==> src/rtl/hyperbus_cfg_arbiter.sv <==
// Round-robin arbiter sharing the HyperBus config register port between NumReq requesters.
// Optional stall abort: define HYPERBUS_CFG_ARB_TIMEOUT_EN.
package hyperbus_cfg_arbiter_pkg;
  typedef struct packed {
    logic [3:0]  addr;
    logic        write;
    logic [31:0] wdata;
    logic [3:0]  wstrb;
    logic        valid;
  } reg_req_t;

  typedef struct packed {
    logic [31:0] rdata;
    logic        error;
    logic        ready;
  } reg_rsp_t;
endpackage

module hyperbus_cfg_arbiter #(
  parameter int unsigned NumReq        = 2,
  parameter int unsigned RegAddrWidth  = 4,
  parameter int unsigned RegDataWidth  = 32,
  parameter type         reg_req_t     = hyperbus_cfg_arbiter_pkg::reg_req_t,
  parameter type         reg_rsp_t     = hyperbus_cfg_arbiter_pkg::reg_rsp_t,
  parameter int unsigned TimeoutCycles = 1024,
  localparam int unsigned IdxW         = $clog2(NumReq)
) (
  input  logic            clk_i,
  input  logic            rst_i,
  input  reg_req_t        req_i [NumReq],
  output reg_rsp_t        rsp_o [NumReq],
  output reg_req_t        reg_req_o,
  input  reg_rsp_t        reg_rsp_i,
  output logic [IdxW-1:0] gnt_idx_o,
  output logic            busy_o,
  output logic            timeout_o
);

  if (NumReq < 2 || RegDataWidth < 16 || TimeoutCycles < 2 ||
      $bits(reg_rsp_t) != RegDataWidth + 2 ||
      $bits(reg_req_t) != RegAddrWidth + RegDataWidth + RegDataWidth / 8 + 2) begin : g_bad_cfg
    $error("hyperbus_cfg_arbiter: bad parameters");
  end

  localparam logic [0:0] StIdle = 1'b0;
  localparam logic [0:0] StBusy = 1'b1;

  logic [0:0]      state_q, state_d;
  logic [IdxW-1:0] rr_q, rr_d;
  logic [IdxW-1:0] gnt_q, gnt_d;
  reg_req_t        hold_q, hold_d;
  logic            pick_vld;
  logic [IdxW-1:0] pick_idx;
  logic [IdxW-1:0] cand;
  logic            busy;
  logic            abort;
  logic            done;

  assign busy = (state_q == StBusy);

  // First valid requester at or after rr_q, wrapping cyclically.
  always_comb begin
    pick_vld = 1'b0;
    pick_idx = '0;
    cand     = '0;
    for (int unsigned o = 0; o < NumReq; o++) begin
      if (32'(rr_q) + o >= NumReq) cand = IdxW'(32'(rr_q) + o - NumReq);
      else cand = IdxW'(32'(rr_q) + o);
      if (!pick_vld && req_i[cand].valid) begin
        pick_vld = 1'b1;
        pick_idx = cand;
      end
    end
  end

`ifdef HYPERBUS_CFG_ARB_TIMEOUT_EN
  logic [15:0] cnt_q, cnt_d;

  assign abort = busy && !reg_rsp_i.ready &&
                 (cnt_q == 16'(TimeoutCycles - 1));

  always_comb begin
    cnt_d = cnt_q;
    if (!busy) cnt_d = '0;
    else if (!reg_rsp_i.ready) cnt_d = cnt_q + 16'd1;
  end

  always_ff @(posedge clk_i) begin
    if (rst_i) cnt_q <= '0;
    else cnt_q <= cnt_d;
  end
`else
  assign abort = 1'b0;
`endif

  assign done = busy && (reg_rsp_i.ready || abort);

  always_comb begin
    state_d = state_q;
    rr_d    = rr_q;
    gnt_d   = gnt_q;
    hold_d  = hold_q;
    if (!busy) begin
      if (pick_vld) begin
        state_d      = StBusy;
        gnt_d        = pick_idx;
        hold_d       = req_i[pick_idx];
        hold_d.valid = 1'b0;
      end
    end else if (done) begin
      state_d = StIdle;
      if (32'(gnt_q) == NumReq - 1) rr_d = '0;
      else rr_d = gnt_q + 1'b1;
    end
  end

  always_ff @(posedge clk_i) begin
    if (rst_i) begin
      state_q <= StIdle;
      rr_q    <= '0;
      gnt_q   <= '0;
      hold_q  <= '0;
    end else begin
      state_q <= state_d;
      rr_q    <= rr_d;
      gnt_q   <= gnt_d;
      hold_q  <= hold_d;
    end
  end

  always_comb begin
    for (int unsigned k = 0; k < NumReq; k++) begin
      rsp_o[k] = '0;
      if (busy && gnt_q == IdxW'(k)) begin
        if (reg_rsp_i.ready) begin
          rsp_o[k].rdata = reg_rsp_i.rdata;
          rsp_o[k].error = reg_rsp_i.error;
          rsp_o[k].ready = 1'b1;
        end else if (abort) begin
          rsp_o[k].error = 1'b1;
          rsp_o[k].ready = 1'b1;
        end
      end
    end
  end

  always_comb begin
    reg_req_o       = hold_q;
    reg_req_o.valid = busy;
  end

  assign gnt_idx_o = gnt_q;
  assign busy_o    = busy;
  assign timeout_o = abort;

endmodule

==> config.mk <==
export PLATFORM = sky130hd
export DESIGN_NAME = hyperbus_cfg_arbiter
export DESIGN_NICKNAME = d
export VERILOG_FILES = /design/src/rtl/hyperbus_cfg_arbiter.sv
export SDC_FILE = /design/constraint.sdc
export NUM_CORES = 1
export LEC_CHECK = 0
export CAP_MARGIN = 10
export CORE_ASPECT_RATIO = 0.5
export CORE_UTILIZATION = 35
export CTS_CLUSTER_SIZE = 30
export DETAILED_ROUTE_END_ITERATION = 8
export MAX_ROUTING_LAYER = met4
export PLACE_DENSITY = 0.87
export SYNTH_ARGS = -nofsm -noshare
export SYNTH_HDL_FRONTEND = slang
export SYNTH_SLANG_ARGS = --single-unit
==> constraint.sdc <==
create_clock -name clk_i -period 2.95 [get_ports clk_i]
set_input_delay 0.4425 -clock clk_i [delete_from_list [all_inputs] [get_ports clk_i]]
set_output_delay 0.4425 -clock clk_i [all_outputs]
set_load 0.01 [all_outputs]
==> out/qor.csv, run 1 <==
stage,metric,value,unit
grt,pin count of the biggest net entering global routing,38,
routing,Routed Wire Length,10000,µm
pwr,Pleak,1.86,nW
cells_and_area,layout net count,659,
sta,Max Slew Vio Count,0,
worst_setup_path,R2R depth,4,
synth,area of the mapped netlist,0.00276,mm²
sta,Fin Setup TNS,0,ps
grt,first-pass GRT wire length,15600,µm
placement,DP HPWL,7530,µm
hold_path,hold_sp,reg_req_o[11],
clock_network,postcts setup bufs,0,
hold_path,Hold Crit Depth,2,
grt,initial antenna violation count,0,
synth,Synth Area in Compound Gates,29.1,%
die,# rows,22,
clock_network,hold buffers post-CTS,0,
placement,Port Buffers,231,
synth,Post-Synth XOR/XNOR Area,0,%
grt,vias in the first global route,3137,
sta,RSZ-0062 raised after global routing,no,
routing,DR DRC count,0,
worst_setup_path,r2r endpoint,reg_req_o[2],
worst_setup_path,Crit path required time,2510,ps
grt,GRT Residual Overflow,0,
worst_setup_path,critical path endpoint category,output pin,
synth,synthesized net count,450,
synth,Post-Synth Adder-Cell Area,0,%
clock_network,CTS Buf Count,5,
sta,fmax,393,MHz
cells_and_area,most frequent cells in the layout,"230 x clkdlybuf4s50_1, 66 x and2_1, 44 x dfxtp_1, 43 x nor2_1",
die,Die Y,64.7,µm
routing,Via density,5.01,
run_status,status,finished clean,
hold_path,Hold WC Path Type,reg -> reg,
hold_path,hold path endpoint,reg_req_o[11],
job,max_cap viols,0,
synth,largest family of logic cells by synthesized area,simple AND/OR/NAND/NOR gates,
clock_network,# H-tree levels,2,
sta,Setup Skew,2.90,ps
sta,fin crit share,86.3,%
worst_setup_path,critical path startpoint category,primary input,
clock_network,post-cts resize count,0,
clock_network,CTS Buffer Depth,2,
routing,Initial DRT Pass Iterations,4,
placement,placed insts,640,
clock_network,TritonCTS clock tree,done,
synth,mux contribution to synthesized area,0,%
die,die area,0.00825,mm²
synth,register area share after synthesis,32.0,%
pwr,PwrDens,367,mW/mm²
sta,Fin. Hold Viols,0,
placement,routability cong.,0.833,
routing,Post-DRT Antenna Nets,0,
clock_network,clk root buf,clkbuf_16,
die,core area,0.00746,mm²
synth,Cells after Synth,330,
die,Initial Utilization,36.9,%
sta,Least-Margin Pin Slew,615,ps
worst_setup_path,Critical Path Fanout Max,35,
clock_network,"CTS clk-pin slew, worst paths",60,ps
routing,drt first-iter violations,173,
synth,post-synthesis register bit count,44,
worst_setup_path,worst reg2reg setup slack,1370,ps
sta,Worst slew margin,59.0,%
pwr,VDD IR-drop max,199,µV
synth,Post-Synth Simple-Gate Area,29.7,%
routing,DR WL/cell,15.4,µm
cells_and_area,diode count,0,
cells_and_area,share of cells above drive strength 1,10.2,%
clock_network,Worst-Skew Late Latency,290,ps
worst_setup_path,Setup CP Type,in -> out,
synth,unique cell type count in the Yosys netlist,25,
synth,Avg Inst Size Synth,8.35,µm²
grt,total routing usage reported by global routing,24.5,%
worst_setup_path,Reg-to-Reg Start,rr_q,
synth,Syn. warnings,0,
cells_and_area,area grow syn2layout,89.6,%
sta,setup violators final,0,
die,num ports,233,
cells_and_area,fin cells,648,
die,Die W,127,µm
routing,DR vias,3244,
worst_setup_path,crit path DAT,2100,ps
cells_and_area,"most common cell after layout, fill and taps aside",clkdlybuf4s50_1,
sta,Tmin final,2550,ps
clock_network,clk sinks,44,
[registers in the layout (all words and copies together) (netlist names)]
register	flops
reg_req_o	41
rr_q	1
busy_o	1
gnt_idx_o	1
[Yosys cell counts]
master	number	share of area, %
nand3_1	41	7.4
nor2b_1	1	0.23
nor2_1	43	5.9
a211oi_1	1	0.27
and2b_1	1	0.27
nand2b_1	1	0.23
buf_1	1	0.14
inv_1	2	0.27
buf_6	7	2.9
nand2_1	1	0.14
o32ai_1	1	0.32
conb_1	1	0.14
nor3_1	1	0.18
o21ba_2	1	0.36
clkbuf_1	11	1.5
dfxtp_1	44	32
clkbuf_2	7	1.3
and3b_1	1	0.32
a311oi_2	33	18
o21ai_0	41	7.4
a311oi_1	8	2.5
buf_4	4	1.1
and2_1	66	15
buf_2	11	2.0
a21oi_1	1	0.18
[stage by stage]
stage / power [mW] / util (%) / worst slack, ps / cell area, µm² / hold WS (ps)
global placement: 1.35 / 68.0 / 393 / 5070 / 484
CTS: 1.93 / 70.0 / 392 / 5220 / 498
floorplan: 1.00 / - / 1350 / 2760 / 463
detailed placement: 1.36 / 68.0 / 397 / 5070 / 492
global route: 2.00 / 70.0 / 298 / 5220 / 540
finish: 1.92 / 70.0 / 404 / 5220 / 497
[worst max-delay path by stage]
| stage | from | end | slack (ps) |
|---|---|---|---|
| after floorplan | busy_o | rsp_o[10] | 1350 |
| after global placement | reg_rsp_i[0] | rsp_o[32] | 390 |
| after detailed placement | reg_rsp_i[0] | rsp_o[49] | 400 |
| after CTS | reg_rsp_i[0] | rsp_o[49] | 390 |
| after global routing | reg_rsp_i[0] | rsp_o[18] | 300 |
| final | reg_rsp_i[0] | rsp_o[51] | 400 |
[cell type report]
type | count | area, µm²
inverters | 2 | 7.51
well taps | 108 | 135
multi-input cells | 243 | 1630
flip-flops and latches | 44 | 881
clock buffers | 6 | 139
repair buffers | 243 | 2420
fillers | 565 | 2240
clock inverters | 2 | 10.0
[logic make-up after synthesis]
logic type | Yosys count
other | 1
DFF | 44
buffers and inverters | 43
and+or+nand+nor | 156
AOI/OAI and AO/OA | 86
[power breakdown]
group          leakage (nW)  internal (mW)  switching, mW  total, mW
clock                0.0766          0.334          0.234      0.568
sequential            0.366          0.654         0.0309      0.685
combinational          1.42          0.383          0.282      0.664
[routing by layer]
layer	part of all wire, %	global-route usage, %	vias up
li1	-	-	1589
met1	42	28.9	1515
met2	52	43.4	117
met3	3.7	3.30	23
met4	2.3	8.63	0
met5	0	-	-
[critical path, cell delays in order]
cell	delay [ps]
clkdlybuf4s50_1	510
and3b_1	160
buf_4	260
and2_1	170
clkdlybuf4s50_1	560
No activity file was read; power rests on OpenSTA's default activity.
==> run 2, diff against run 1 <==
--- a/config.mk
+++ b/config.mk
@@ -5,6 +5,7 @@
 export SDC_FILE = /design/constraint.sdc
 export NUM_CORES = 1
 export LEC_CHECK = 0
+export ABC_CLOCK_PERIOD_IN_PS = 2950
 export CAP_MARGIN = 10
 export CORE_ASPECT_RATIO = 0.5
 export CORE_UTILIZATION = 35
==> results of run 2 <==
No change in the layout: final DEF, timing and power equal those of run 1.
==> run 3, diff against run 2 <==
--- a/config.mk
+++ b/config.mk
@@ -5,6 +5,7 @@
 export SDC_FILE = /design/constraint.sdc
 export NUM_CORES = 1
 export LEC_CHECK = 0
+export ABC_AREA = 1
 export ABC_CLOCK_PERIOD_IN_PS = 2950
 export CAP_MARGIN = 10
 export CORE_ASPECT_RATIO = 0.5
@@ -13,6 +14,7 @@
 export DETAILED_ROUTE_END_ITERATION = 8
 export MAX_ROUTING_LAYER = met4
 export PLACE_DENSITY = 0.87
+export SKIP_CTS_REPAIR_TIMING = 1
 export SYNTH_ARGS = -nofsm -noshare
 export SYNTH_HDL_FRONTEND = slang
 export SYNTH_SLANG_ARGS = --single-unit
==> run 3 against run 2 <==
  * Combinational power grew 3.9%
  * Cell count grew 24%
  * Hold slack gained 21 ps
  * Via count grew 13%
  * Global-route usage grew 1.0 points
  * Clock skew grew 0.65 ps
  * Sequential power grew 0.6%
  * Largest cell class unchanged
  * Highest routed layer unchanged
==> out/qor.csv, run 3 <==
stage,metric,value,unit,change
run_status,status,finished clean,,
cells_and_area,Multi-input gate area,0.00127,mm²,-22%
cells_and_area,max FFs per register,41,,unchanged
sta,Fin Setup TNS,0,ps,unchanged
sta,fmax,381,MHz,-3.0%
die,# rows,22,,unchanged
cells_and_area,most frequent cells in the layout,"231 x clkdlybuf4s50_1, 118 x inv_1, 84 x nand2_1, 83 x nand3_1, 70 x nor2_1",,
worst_setup_path,Worst path most repeated cell,clkdlybuf4s50_1,,
die,core area,0.00749,mm²,+0.37%
sta,setup ws final,326,ps,-77.7 ps
synth,synthesized net count,605,,+34%
cells_and_area,Reg area,881,µm²,unchanged
worst_setup_path,Setup CP Type,in -> out,,
sta,Least-Margin Pin Slew,780,ps,+165 ps
worst_setup_path,"CP delay by family, top",buffers and inverters,,
placement,DP HPWL,8200,µm,+8.9%
routing,DR vias,3663,,+13%
hold_path,Hold Crit Depth,2,,unchanged
pwr,PwrDens,367,mW/mm²,-0.14%
cells_and_area,diode count,0,,unchanged
synth,Syn. warnings,0,,unchanged
worst_setup_path,CP peak stage delay,560,ps,about the same
worst_setup_path,Critical path buffers and inverters,3,,unchanged
grt,total routing usage reported by global routing,25.5,%,+1.0 points
sta,Worst slew margin,47.8,%,-11 points
sta,Tmin final,2620,ps,+77.7 ps
synth,Synth area leaders,"dfxtp_1 32%, inv_1 16%, nand3_1 15%",,
hold_path,hold path endpoint,gnt_idx_o,,
sta,RSZ-0062 raised after global routing,no,,
synth,Synth area leader,dfxtp_1,,
cells_and_area,share of cells above drive strength 1,2.87,%,-7.3 points
die,Die W,128,µm,+0.38%
job,max_cap viols,0,,unchanged
synth,unique cell type count in the Yosys netlist,16,,-36%
grt,vias in the first global route,3213,,+2.4%
grt,met1 usage,28.8,%,-0.066 points
synth,most instantiated cells after synthesis,"118 x inv_1, 84 x nand2_1, 83 x nand3_1",,
worst_setup_path,crit path DAT,2180,ps,+80 ps
sta,Setup Skew,3.55,ps,+0.649 ps
clock_network,CTS Buf Count,5,,unchanged
synth,Async SR Flop Fraction,0,%,unchanged
worst_setup_path,"slowest stage cell, crit path",clkdlybuf4s50_1,,
hold_path,Hold WC Path Type,reg -> reg,,
grt,first-pass GRT wire length,16200,µm,+4.3%
routing,Post-DRT Antenna Nets,0,,unchanged
worst_setup_path,R2R depth,7,,+3
synth,"count leader, synth",inv_1,,
hold_path,hold_sp,gnt_idx_o,,
worst_setup_path,Stages on worst setup path,6,,+1
worst_setup_path,Crit path required time,2510,ps,about the same
routing,drt first-iter violations,131,,-24%
grt,GRT Residual Overflow,0,,unchanged
placement,routability cong.,0.892,,+7.0%
synth,post-synthesis register bit count,44,,unchanged
placement,placed cell areas,0.00512,mm²,+0.81%
sta,Fin. Hold Viols,0,,unchanged
worst_setup_path,r2r endpoint,reg_req_o[27],,
routing,Initial DRT Pass Iterations,4,,unchanged
sta,Max Slew Vio Count,0,,unchanged
routing,Via density,4.56,,-9.0%
routing,DR WL/cell,13.4,µm,-13%
synth,Cells after Synth,485,,+47%
die,num ports,233,,unchanged
cells_and_area,FILL cells,635,,+12%
sta,setup violators final,0,,unchanged
die,Die Y,65.0,µm,+0.38%
cells_and_area,"most common cell after layout, fill and taps aside",clkdlybuf4s50_1,,
pwr,Pleak,2.54,nW,+37%
cells_and_area,layout net count,815,,+24%
placement,Port Buffers,231,,unchanged
grt,initial antenna violation count,0,,unchanged
clock_network,# H-tree levels,2,,unchanged
synth,register area share after synthesis,31.7,%,-0.24 points
clock_network,"CTS clk-pin slew, worst paths",60,ps,about the same
grt,pin count of the biggest net entering global routing,45,,+18%
routing,DR DRC count,0,,unchanged
sta,Hold Worst Slack,518,ps,+21.5 ps
worst_setup_path,critical path endpoint category,output pin,,
clock_network,CTS Buffer Depth,2,,unchanged
synth,area of the mapped netlist,0.00278,mm²,+0.77%
worst_setup_path,crit-path cells,clkdlybuf4s50_1 -> nand2_1 -> nor2_2 -> inv_2 -> nor2_1 -> clkdlybuf4s50_1,,
clock_network,clk sinks,44,,unchanged
worst_setup_path,Critical Path Fanout Max,33,,-5.7%
die,Initial Utilization,37.1,%,+0.15 points
worst_setup_path,critical path startpoint category,primary input,,
pwr,VDD IR-drop max,257,µV,+29%
grt,met3 GRT Util,4.46,%,+1.2 points
synth,Main synth FF type,dfxtp_1,,
sta,fin crit share,88.9,%,+2.6 points
worst_setup_path,Reg-to-Reg Start,rr_q,,
clock_network,TritonCTS clock tree,done,,
synth,top-area cell type share of the netlist area,31.7,%,-0.24 points
cells_and_area,area grow syn2layout,89.5,%,about the same
grt,GRT busiest layer,met2,,
die,die area,0.00831,mm²,+0.76%
routing,Routed Wire Length,10800,µm,+8.0%
synth,Avg Inst Size Synth,5.72,µm²,-31%
synth,"EDFF count, synth",0,,unchanged
cells_and_area,post-route cell area,0.00526,mm²,+0.74%
clock_network,Worst-Skew Late Latency,280,ps,about the same
placement,Setup WS pre-CTS,330,ps,-66.4 ps
clock_network,clk root buf,clkbuf_16,,
grt,M2 GR Usage,46.6,%,+3.2 points
worst_setup_path,worst reg2reg setup slack,1420,ps,+50 ps
==> run 3: cell families after synthesis <==
group | Yosys count | share of synthesized area [%]
other cells | 1 | 0.135
simple gates | 242 | 37.1
compound gates | 44 | 8.43
buf+inv | 154 | 22.6
flops | 44 | 31.7
==> run 3: area by class of cell <==
cell class / count / area share (%)
multi-input combinational: 287 / 24.1
timing repair buffer: 237 / 45.3
sequential: 44 / 16.7
clock buffer: 8 / 2.78
tap: 108 / 2.57
inverter: 120 / 8.56
==> run 3: through the flow <==
stage | total power [mW] | instances | util, %
5_1_grt | 2.03 | 804 | 70.3
4_1_cts | 1.94 | 804 | 70.3
3_5_place_dp | 1.39 | 796 | 68.3
2_1_floorplan | 1.00 | 485 | -
3_3_place_gp | 1.38 | 796 | 68.3
6_report | 1.93 | 804 | 70.3
==> run 3: metal layers <==
metal | up-vias | part of all wire, %
met5 | - | 0
li1 | 1858 | -
met4 | 0 | 2.1
met1 | 1667 | 42
met3 | 23 | 4.8
met2 | 115 | 51
==> run 3: worst reg2reg max path, stage by stage (launching register included) <==
cell and delay (ps):
dfxtp_1 290, inv_1 110, nand2_2 90, nand2_2 590, nand2_1 170, nand3_1 120
nand2_1 60, inv_1 60
==> run 3: worst max-delay path by stage <==
| stage | from | to | slack, ps |
|---|---|---|---|
| final | reg_rsp_i[0] | rsp_o[32] | 330 |
| after global routing | reg_rsp_i[0] | rsp_o[15] | 210 |
| after CTS | reg_rsp_i[0] | rsp_o[1] | 330 |
| after detailed placement | reg_rsp_i[0] | rsp_o[1] | 330 |
| after global placement | reg_rsp_i[0] | rsp_o[62] | 400 |
| after floorplan | busy_o | rsp_o[10] | 1300 |
==> run 3: power by group <==
part	internal (mW)	total (mW)	switching, mW
logic	0.375	0.690	0.316
clock network	0.338	0.550	0.212
registers	0.657	0.689	0.0320
total	1.37	1.93	0.560
